**config.mk**
```make
export PLATFORM = sky130hd
export DESIGN_NAME = fetch_unit
export DESIGN_NICKNAME = d
export VERILOG_FILES = /design/src/rtl/fetch_unit.sv
export SDC_FILE = /design/constraint.sdc
export NUM_CORES = 1
export LEC_CHECK = 0
export BUFFER_PORTS_ARGS = -buffer_cell sky130_fd_sc_hd__buf_4
export CAP_MARGIN = 10
export CORE_MARGIN = 4
export CORE_UTILIZATION = 45
export CTS_CLUSTER_SIZE = 25
export DETAILED_ROUTE_END_ITERATION = 8
export PLACE_DENSITY_LB_ADDON = 0.3
export SLEW_MARGIN = 0
export SYNTH_ARGS = -nofsm -noshare
export SYNTH_HDL_FRONTEND = slang
export SYNTH_SLANG_ARGS = --single-unit
export TNS_END_PERCENT = 100
```
**constraint.sdc**
```tcl
create_clock -name clk -period 2.85 [get_ports clk]
set_clock_uncertainty 0.05 [all_clocks]
set_input_delay 0.57 -clock clk [delete_from_list [all_inputs] [get_ports clk]]
set_output_delay 0.57 -clock clk [all_outputs]
set_load 0.02 [all_outputs]
```
**src/rtl/fetch_unit.sv**
```systemverilog
// Instruction fetch stage for the pipelined DLX datapath.
// Keeps the PC, fetches one word per cycle over a ready-handshaked memory
// port, and loads the IF/ID register. A one-entry skid buffer catches a
// word that arrives while decode is stalled, so no instruction is lost.
module fetch_unit #(
    parameter logic [31:0] RESET_PC  = 32'h00000000,
    parameter logic [31:0] NOP_INSTR = 32'h54000000
) (
    input  logic        clk,
    input  logic        reset,
    input  logic        stall,
    input  logic        redirect,
    input  logic [31:0] redirect_pc,
    output logic        imem_req,
    output logic [31:0] imem_addr,
    input  logic [31:0] imem_rdata,
    input  logic        imem_ready,
    output logic [31:0] instr,
    output logic [31:0] pc_out,
    output logic [31:0] pc_plus4,
    output logic        instr_valid
);

    typedef enum logic [1:0] {
        IDLE  = 2'b00,
        FETCH = 2'b01,
        HOLD  = 2'b10
    } state_t;

    // Word-aligned reset PC; the two low bits of the PC are always zero.
    localparam logic [31:0] RESET_PC_ALIGNED = {RESET_PC[31:2], 2'b00};

    state_t      state;
    state_t      state_next;
    logic [31:0] pc;
    logic [31:0] pc_next;
    logic [31:0] pc_inc;
    logic [31:0] redirect_target;

    logic [31:0] instr_next;
    logic [31:0] pc_out_next;
    logic [31:0] pc_plus4_next;
    logic        instr_valid_next;

    // Skid buffer: holds the word fetched during a stall plus its address.
    logic [31:0] skid_instr;
    logic [31:0] skid_pc;
    logic [31:0] skid_pc_inc;
    logic [31:0] skid_instr_next;
    logic [31:0] skid_pc_next;

    // Sequential increments wrap modulo 2^32 without any flag.
    assign pc_inc          = pc + 32'd4;
    assign skid_pc_inc     = skid_pc + 32'd4;
    assign redirect_target = {redirect_pc[31:2], 2'b00};

    // Memory request is only issued while fetching; the address is the PC.
    assign imem_req  = (state == FETCH);
    assign imem_addr = pc;

    // Next-state and IF/ID update logic; redirect outranks every other input.
    always_comb begin
        state_next       = state;
        pc_next          = pc;
        instr_next       = instr;
        pc_out_next      = pc_out;
        pc_plus4_next    = pc_plus4;
        instr_valid_next = instr_valid;
        skid_instr_next  = skid_instr;
        skid_pc_next     = skid_pc;

        if (redirect) begin
            pc_next          = redirect_target;
            instr_next       = NOP_INSTR;
            instr_valid_next = 1'b0;
            skid_instr_next  = NOP_INSTR;
            skid_pc_next     = 32'd0;
            state_next       = FETCH;
        end else begin
            case (state)
                IDLE: begin
                    state_next = FETCH;
                end

                FETCH: begin
                    if (imem_ready) begin
                        pc_next = pc_inc;
                        if (stall) begin
                            skid_instr_next = imem_rdata;
                            skid_pc_next    = pc;
                            state_next      = HOLD;
                        end else begin
                            instr_next       = imem_rdata;
                            pc_out_next      = pc;
                            pc_plus4_next    = pc_inc;
                            instr_valid_next = 1'b1;
                        end
                    end else if (!stall) begin
                        instr_next       = NOP_INSTR;
                        instr_valid_next = 1'b0;
                    end
                end

                HOLD: begin
                    if (!stall) begin
                        instr_next       = skid_instr;
                        pc_out_next      = skid_pc;
                        pc_plus4_next    = skid_pc_inc;
                        instr_valid_next = 1'b1;
                        state_next       = FETCH;
                    end
                end

                default: begin
                    state_next = IDLE;
                end
            endcase
        end
    end

    // State, PC, IF/ID and skid registers with synchronous reset.
    always_ff @(posedge clk) begin
        if (reset) begin
            state       <= IDLE;
            pc          <= RESET_PC_ALIGNED;
            instr       <= NOP_INSTR;
            pc_out      <= 32'd0;
            pc_plus4    <= 32'd0;
            instr_valid <= 1'b0;
            skid_instr  <= NOP_INSTR;
            skid_pc     <= 32'd0;
        end else begin
            state       <= state_next;
            pc          <= pc_next;
            instr       <= instr_next;
            pc_out      <= pc_out_next;
            pc_plus4    <= pc_plus4_next;
            instr_valid <= instr_valid_next;
            skid_instr  <= skid_instr_next;
            skid_pc     <= skid_pc_next;
        end
    end

endmodule

```
==> results of run 1 <==
-- area by class of cell --
cell class              instances  area (sq um)
repair buffers                220          1690
inverters                      11          41.3
multi-input cells             839          4970
fillers                      1908          8780
well taps                     270           338
clock buffers                  24           502
clock inverters                 6           110
flip-flops and latches        187          3740
-- cells in the final DEF (no fill, tap or decap), drive strengths merged, types with 4 or more instances in the layout --
cell	n
a211oi	78
a21oi	82
a311oi	4
and2	7
and3	32
and4	11
buf	220
clkbuf	24
conb	6
dfxtp	187
ha	6
inv	11
mux2i	36
nand2	170
nand2b	13
nand3	29
nand4	21
nor2	115
nor3	58
nor4	16
o211ai	17
o21a	5
o21ai	19
o31a	4
o32ai	8
or3	11
or4	4
xnor2	46
xor2	19
-- flip-flops by register name, indices dropped and copies added (netlist names) --
name	count
pc_plus4	30
imem_addr	30
skid_pc	30
skid_instr	32
state	2
instr_valid	1
pc_out	30
instr	32
-- per-layer routing --
layer  GRT usage  vias to the layer above
met1       0.322                     4047
met3      0.0407                       42
met2       0.379                      318
li1            -                     4288
met5           0                        -
met4      0.0780                        0
-- stage by stage --
stage | hold WS (ps) | total power [mW]
final | 315 | 6.23
after global routing | 304 | 6.48
after CTS | 304 | 6.28
after detailed placement | 398 | 3.81
after global placement | 392 | 3.80
after floorplan | 387 | 3.44
-- path summary, 6_finish.rpt --
check | start | to | slack (ps) | cells after the start
worst max-delay path | state[0] | pc_plus4[24] | 270 | 7
worst min-delay path | redirect_pc[5] | imem_addr[5] | 310 | 3
worst max register to register | state[0] | pc_plus4[24] | 270 | 7
worst min register to register | skid_instr[5] | skid_instr[5] | 400 | 2
-- cells in the mapped netlist (4+ instances only) --
cell	number
o21ai_1	5
o21a_1	5
dfxtp_1	187
a211oi_1	78
nor2_1	115
nand2b_1	13
o31a_1	4
a21oi_1	82
inv_1	10
nor4_1	13
xor2_1	19
a311oi_1	4
mux2i_1	36
or3_1	11
xnor2_1	45
and4_1	8
ha_1	6
nand4_1	19
nor3_1	55
nand3_1	29
and3_1	32
o211ai_1	17
buf_4	8
o21ai_0	14
clkbuf_1	76
buf_1	11
buf_2	17
o32ai_1	8
nand2_1	169
and2_1	7
-- power breakdown --
part	switching [mW]	internal, mW
registers	0.119	2.72
logic	0.528	0.382
clock network	0.988	1.49
-- cell families (layout without fill, tap and decap cells) --
logic type,Yosys count,in the layout,synth area share
compound gates,234,234,0.167
other cells,1,6,0.000407
mux,36,36,0.0391
simple gates,492,492,0.256
flops,187,187,0.406
xor+xnor,65,65,0.0626
buf+inv,127,261,0.0599
fa+ha+maj,6,6,0.00815
-- critical path, delay by kind of cell, from the launching register on --
kind / cells / cell delay [ps]
buffers and inverters: 1 / 110
adder cells (fa/ha/maj): 1 / 360
AO/OA/AOI/OAI: 3 / 630
flip-flops: 1 / 390
AND/OR/NAND/NOR: 2 / 960
==> impl_metrics.py, run 1 <==
metrics = {
    "clocking": {
        "htreeDepth": 4,
        "clock_latency_ps": 430,
        "clockBufferDepth": 2,
        "clk_pin_slew_ps": 70,
        "cts_tree": "done",
        "clockRootBuffer": "clkbuf_16",
        "hold_buffers": 0,
        "clkSinkCount": 187,
        "cts_resized": 0,
        "cts_setup_buffers": 0,
        "cts_made_buffers": 17,
    },
    "synthesis": {
        "syn_area_per_cell_sq_um": 8.03,
        "synth-seq-cells": 187,
        "synth-async-reset-ratio": 0,
        "yosysWarnings": 0,
        "seq_area_frac_synth": 0.406,
        "yosys.area.top_type": "dfxtp_1",
        "yosys_most_used_dff": "dfxtp_1",
        "synth_area_leaders": "dfxtp_1 41%, nand2_1 6.9%, a211oi_1 6.4%, nor2_1 4.7%, a21oi_1 4.5%",
        "synth.distinct_cells": 58,
        "synth_edf_count": 0,
        "synth_top_area_share": 0.406,
        "syn_inst": 1148,
        "syn-cell-area_sq_um": 9220,
    },
    "finish": {
        "fin_nets": 1351,
        "stdcell_count": 1557,
        "area_growth_syn_to_layout_pct": 23.6,
        "drive_gt1_frac": 0.211,
        "antenna_cells": 0,
        "fin_util": 0.565,
        "design_area_sq_um": 11400,
    },
    "routing": {
        "top_layer": "met4",
        "antenna_left": 0,
        "vias": 8695,
        "wl_per_cell_um": 17.4,
        "wl_met2_um": 12700,
        "drtIter0Drc": 583,
        "dr.pass1.iters": 5,
        "drc": 0,
        "routed_wl_um": 27100,
        "met3_length_um": 2020,
        "wl_met1_um": 11900,
        "via_per_inst": 5.58,
    },
    "worst_setup_path": {
        "crit_type": "register to register",
        "crit_slowest_cell": "nor3_1",
        "critical-path-max-stage-delay_ps": 830,
        "worst_setup_path_start_kind": "register",
        "cp-end-kind": "register",
        "cp.arrival_ps": 2890,
        "critPathMaxFanout": 9,
        "cp.required_ps": 3160,
        "crit_chain": "inv_1, ha_1, nand2b_1, a21o_1, nor3_1, o21ai_1, o211ai_1",
    },
    "sta": {
        "setup_viol": 0,
        "maxSlewViolCount": 0,
        "setup_ws_ps": 267,
        "worstMarginPinSlew_ps": 1030,
        "fmax_ghz": 0.387,
        "period_needed_ps": 2580,
        "tns_ps": 0,
        "grt_setup_unrepaired": "no",
        "max_slew_margin": 0.309,
        "finalHoldViolCount": 0,
        "period_share": 0.906,
    },
    "pwr": {
        "ir_drop_uv": 442,
        "power.density_nw_per_um2": 547,
        "leakage_nw": 4.18,
    },
    "outcome": {
        "status": "finished, final reports clean",
    },
    "global_route": {
        "antenna_found_initial": 0,
        "grt_pass1_vias": 7885,
        "grt-ovfl-total": 0,
        "grtUsageTotal": 0.236,
        "grt_pass1_wl_um": 42500,
        "grt_max_degree": 75,
    },
    "placement": {
        "io_buffers": 190,
        "dp_slack_ps": 291,
        "post_dp_cell_area_sq_um": 10800,
        "gp_congestion": 0.908,
        "hpwl_um": 18800,
        "placed_cells": 1527,
    },
    "job": {
        "max_cap_violations": 0,
    },
    "floorplanning": {
        "initial_core_util": 0.457,
        "coreArea_sq_um": 20200,
        "die_y_um": 151,
        "design.die.area_sq_um": 22800,
        "die_width_um": 151,
        "rows": 52,
        "pin_count": 199,
    },
    "min_path": {
        "hold_path.class": "input port to register",
    },
}
(Power assumes the default switching activity.)
==> inputs of run 2 (changes only) <==
--- a/config.mk
+++ b/config.mk
@@ -7,8 +7,10 @@
 export LEC_CHECK = 0
 export BUFFER_PORTS_ARGS = -buffer_cell sky130_fd_sc_hd__buf_4
 export CAP_MARGIN = 10
+export CELL_PAD_IN_SITES_DETAIL_PLACEMENT = 0
+export CELL_PAD_IN_SITES_GLOBAL_PLACEMENT = 2
 export CORE_MARGIN = 4
-export CORE_UTILIZATION = 45
+export CORE_UTILIZATION = 32
 export CTS_CLUSTER_SIZE = 25
 export DETAILED_ROUTE_END_ITERATION = 8
 export PLACE_DENSITY_LB_ADDON = 0.3
==> impl_metrics.py, run 2 (synthesis gave the netlist of run 1 again) <==
metrics = {
    "finish": {
        "fin_nets": 1368,
        "drive_gt1_frac": 0.224,
        "area_growth_syn_to_layout_pct": 26.2,
        "stdcell_count": 1684,
        "largestRegisters": "instr x32, skid_instr x32",
        "fin_util": 0.414,
        "antenna_cells": 0,
        "layout.cells.most_common": "buf_4",
        "fillers": 2945,
        "mostFrequentLayoutCells": "233 x buf_4, 187 x dfxtp_1, 168 x nand2_1, 115 x nor2_1, 81 x a21oi_1",
    },
    "clocking": {
        "clkSinkCount": 187,
        "cts_resized": 0,
        "cts_setup_buffers": 0,
        "cts_tree": "done",
        "hold_buffers": 0,
        "clk_pin_slew_ps": 80,
        "cts_made_buffers": 17,
        "clockRootBuffer": "clkbuf_16",
        "htreeDepth": 4,
        "clock_latency_ps": 440,
        "clockBufferDepth": 2,
    },
    "routing": {
        "routed_wl_um": 31000,
        "met3_length_um": 1620,
        "antenna_left": 0,
        "via_per_inst": 5.04,
        "drtIter0Drc": 559,
        "dr.pass1.iters": 5,
        "drc": 0,
        "wl_met1_um": 15400,
        "wl_per_cell_um": 18.4,
        "top_layer": "met4",
        "wl_met2_um": 13700,
        "vias": 8479,
    },
    "global_route": {
        "grtUsageTotal": 0.193,
        "grt_max_degree": 72,
        "grt_pass1_vias": 8124,
        "antenna_found_initial": 0,
        "grt_pass1_wl_um": 47900,
        "grt-ovfl-total": 0,
    },
    "job": {
        "max_cap_violations": 0,
    },
    "floorplanning": {
        "pin_count": 199,
        "die_width_um": 178,
        "rows": 61,
        "die_y_um": 178,
        "design.die.area_sq_um": 31600,
        "initial_core_util": 0.328,
        "coreArea_sq_um": 28100,
    },
    "placement": {
        "io_buffers": 190,
        "gp_congestion": 0.820,
        "placed_cells": 1652,
        "hpwl_um": 21800,
    },
    "outcome": {
        "status": "finished, final reports clean",
    },
    "worst_setup_path": {
        "critPathMaxFanout": 27,
        "crit_type": "register to register",
        "worst_path_most_repeated_cell": "a21o_1",
        "critical-path-max-stage-delay_ps": 920,
        "cp.arrival_ps": 2990,
        "crit_chain": "inv_1, ha_4, a21o_1, a21o_1, nor3_1, o21ai_1, o211ai_1",
        "cp-end-kind": "register",
        "worst_setup_path_start_kind": "register",
        "cp.required_ps": 3150,
        "crit_slowest_cell": "nor3_1",
    },
    "sta": {
        "maxSlewViolCount": 0,
        "grt_setup_unrepaired": "no",
        "worstMarginPinSlew_ps": 1200,
        "max_slew_margin": 0.197,
        "tns_ps": 0,
        "fmax_ghz": 0.371,
        "period_share": 0.945,
        "setup_viol": 0,
        "finalHoldViolCount": 0,
        "whs_ps": 313,
        "period_needed_ps": 2690,
    },
    "pwr": {
        "leakage_nw": 4.26,
        "ir_drop_uv": 363,
        "power.density_nw_per_um2": 534,
    },
    "min_path": {
        "hold_path.class": "input port to register",
    },
}
## run 2: changes by cell type in the layout (fill, tap and decap cells not counted), moves of 3 or more
cell      previous run  this run
buf_4              217       233
clkbuf_8             5         0
inv_6                0         5
inv_8                0         3
## run 2: worst max-delay path: cells and delay by family (launching register included)
family,cells,cell delay [ps]
buffers and inverters,1,100
AOI/OAI and AO/OA,4,870
adders and majority gates,1,300
and+or+nand+nor,1,920
DFF,1,370
## run 2: report_power, final
group          internal (mW)  total [mW]  leakage (nW)  switching [mW]
combinational          0.398       0.968          2.46           0.570
clock                   1.24        2.41         0.277            1.17
sequential              2.72        2.83          1.52           0.107
total                   4.36        6.21          4.26            1.85
## run 2: cell type report
cell class | instances | area [sq um] | share of cell area
clock buffer | 17 | 425 | 0.0366
tap | 378 | 473 | 0.0407
timing repair buffer | 237 | 1830 | 0.157
multi-input combinational | 839 | 4970 | 0.427
sequential | 187 | 3740 | 0.322
inverter | 11 | 41.3 | 0.00355
clock inverter | 15 | 153 | 0.0131
## run 2: through the flow
stage / setup slack, ps / power [mW] / instance area (sq um)
detailed placement: 259 / 3.87 / 11100
global placement: 335 / 3.86 / 11100
floorplan: 526 / 3.44 / 9230
global route: 36.4 / 6.48 / 11600
CTS: 243 / 6.30 / 11600
finish: 158 / 6.21 / 11600
## run 2: per-layer routing
metal | track usage | vias up
met2 | 0.299 | 221
met3 | 0.0303 | 24
li1 | - | 4330
met1 | 0.286 | 3904
met4 | 0.0400 | 0
met5 | 0 | -
## run 2: final timing paths
| kind | depth (start not counted) | slack (ps) | to | startpoint |
|---|---|---|---|---|
| setup / recovery | 7 | 160 | pc_plus4[31] | state[0] |
| hold / removal | 3 | 310 | imem_addr[5] | redirect_pc[5] |
| setup reg to reg | 7 | 160 | pc_plus4[31] | state[0] |
| hold reg to reg | 2 | 410 | skid_instr[1] | skid_instr[1] |
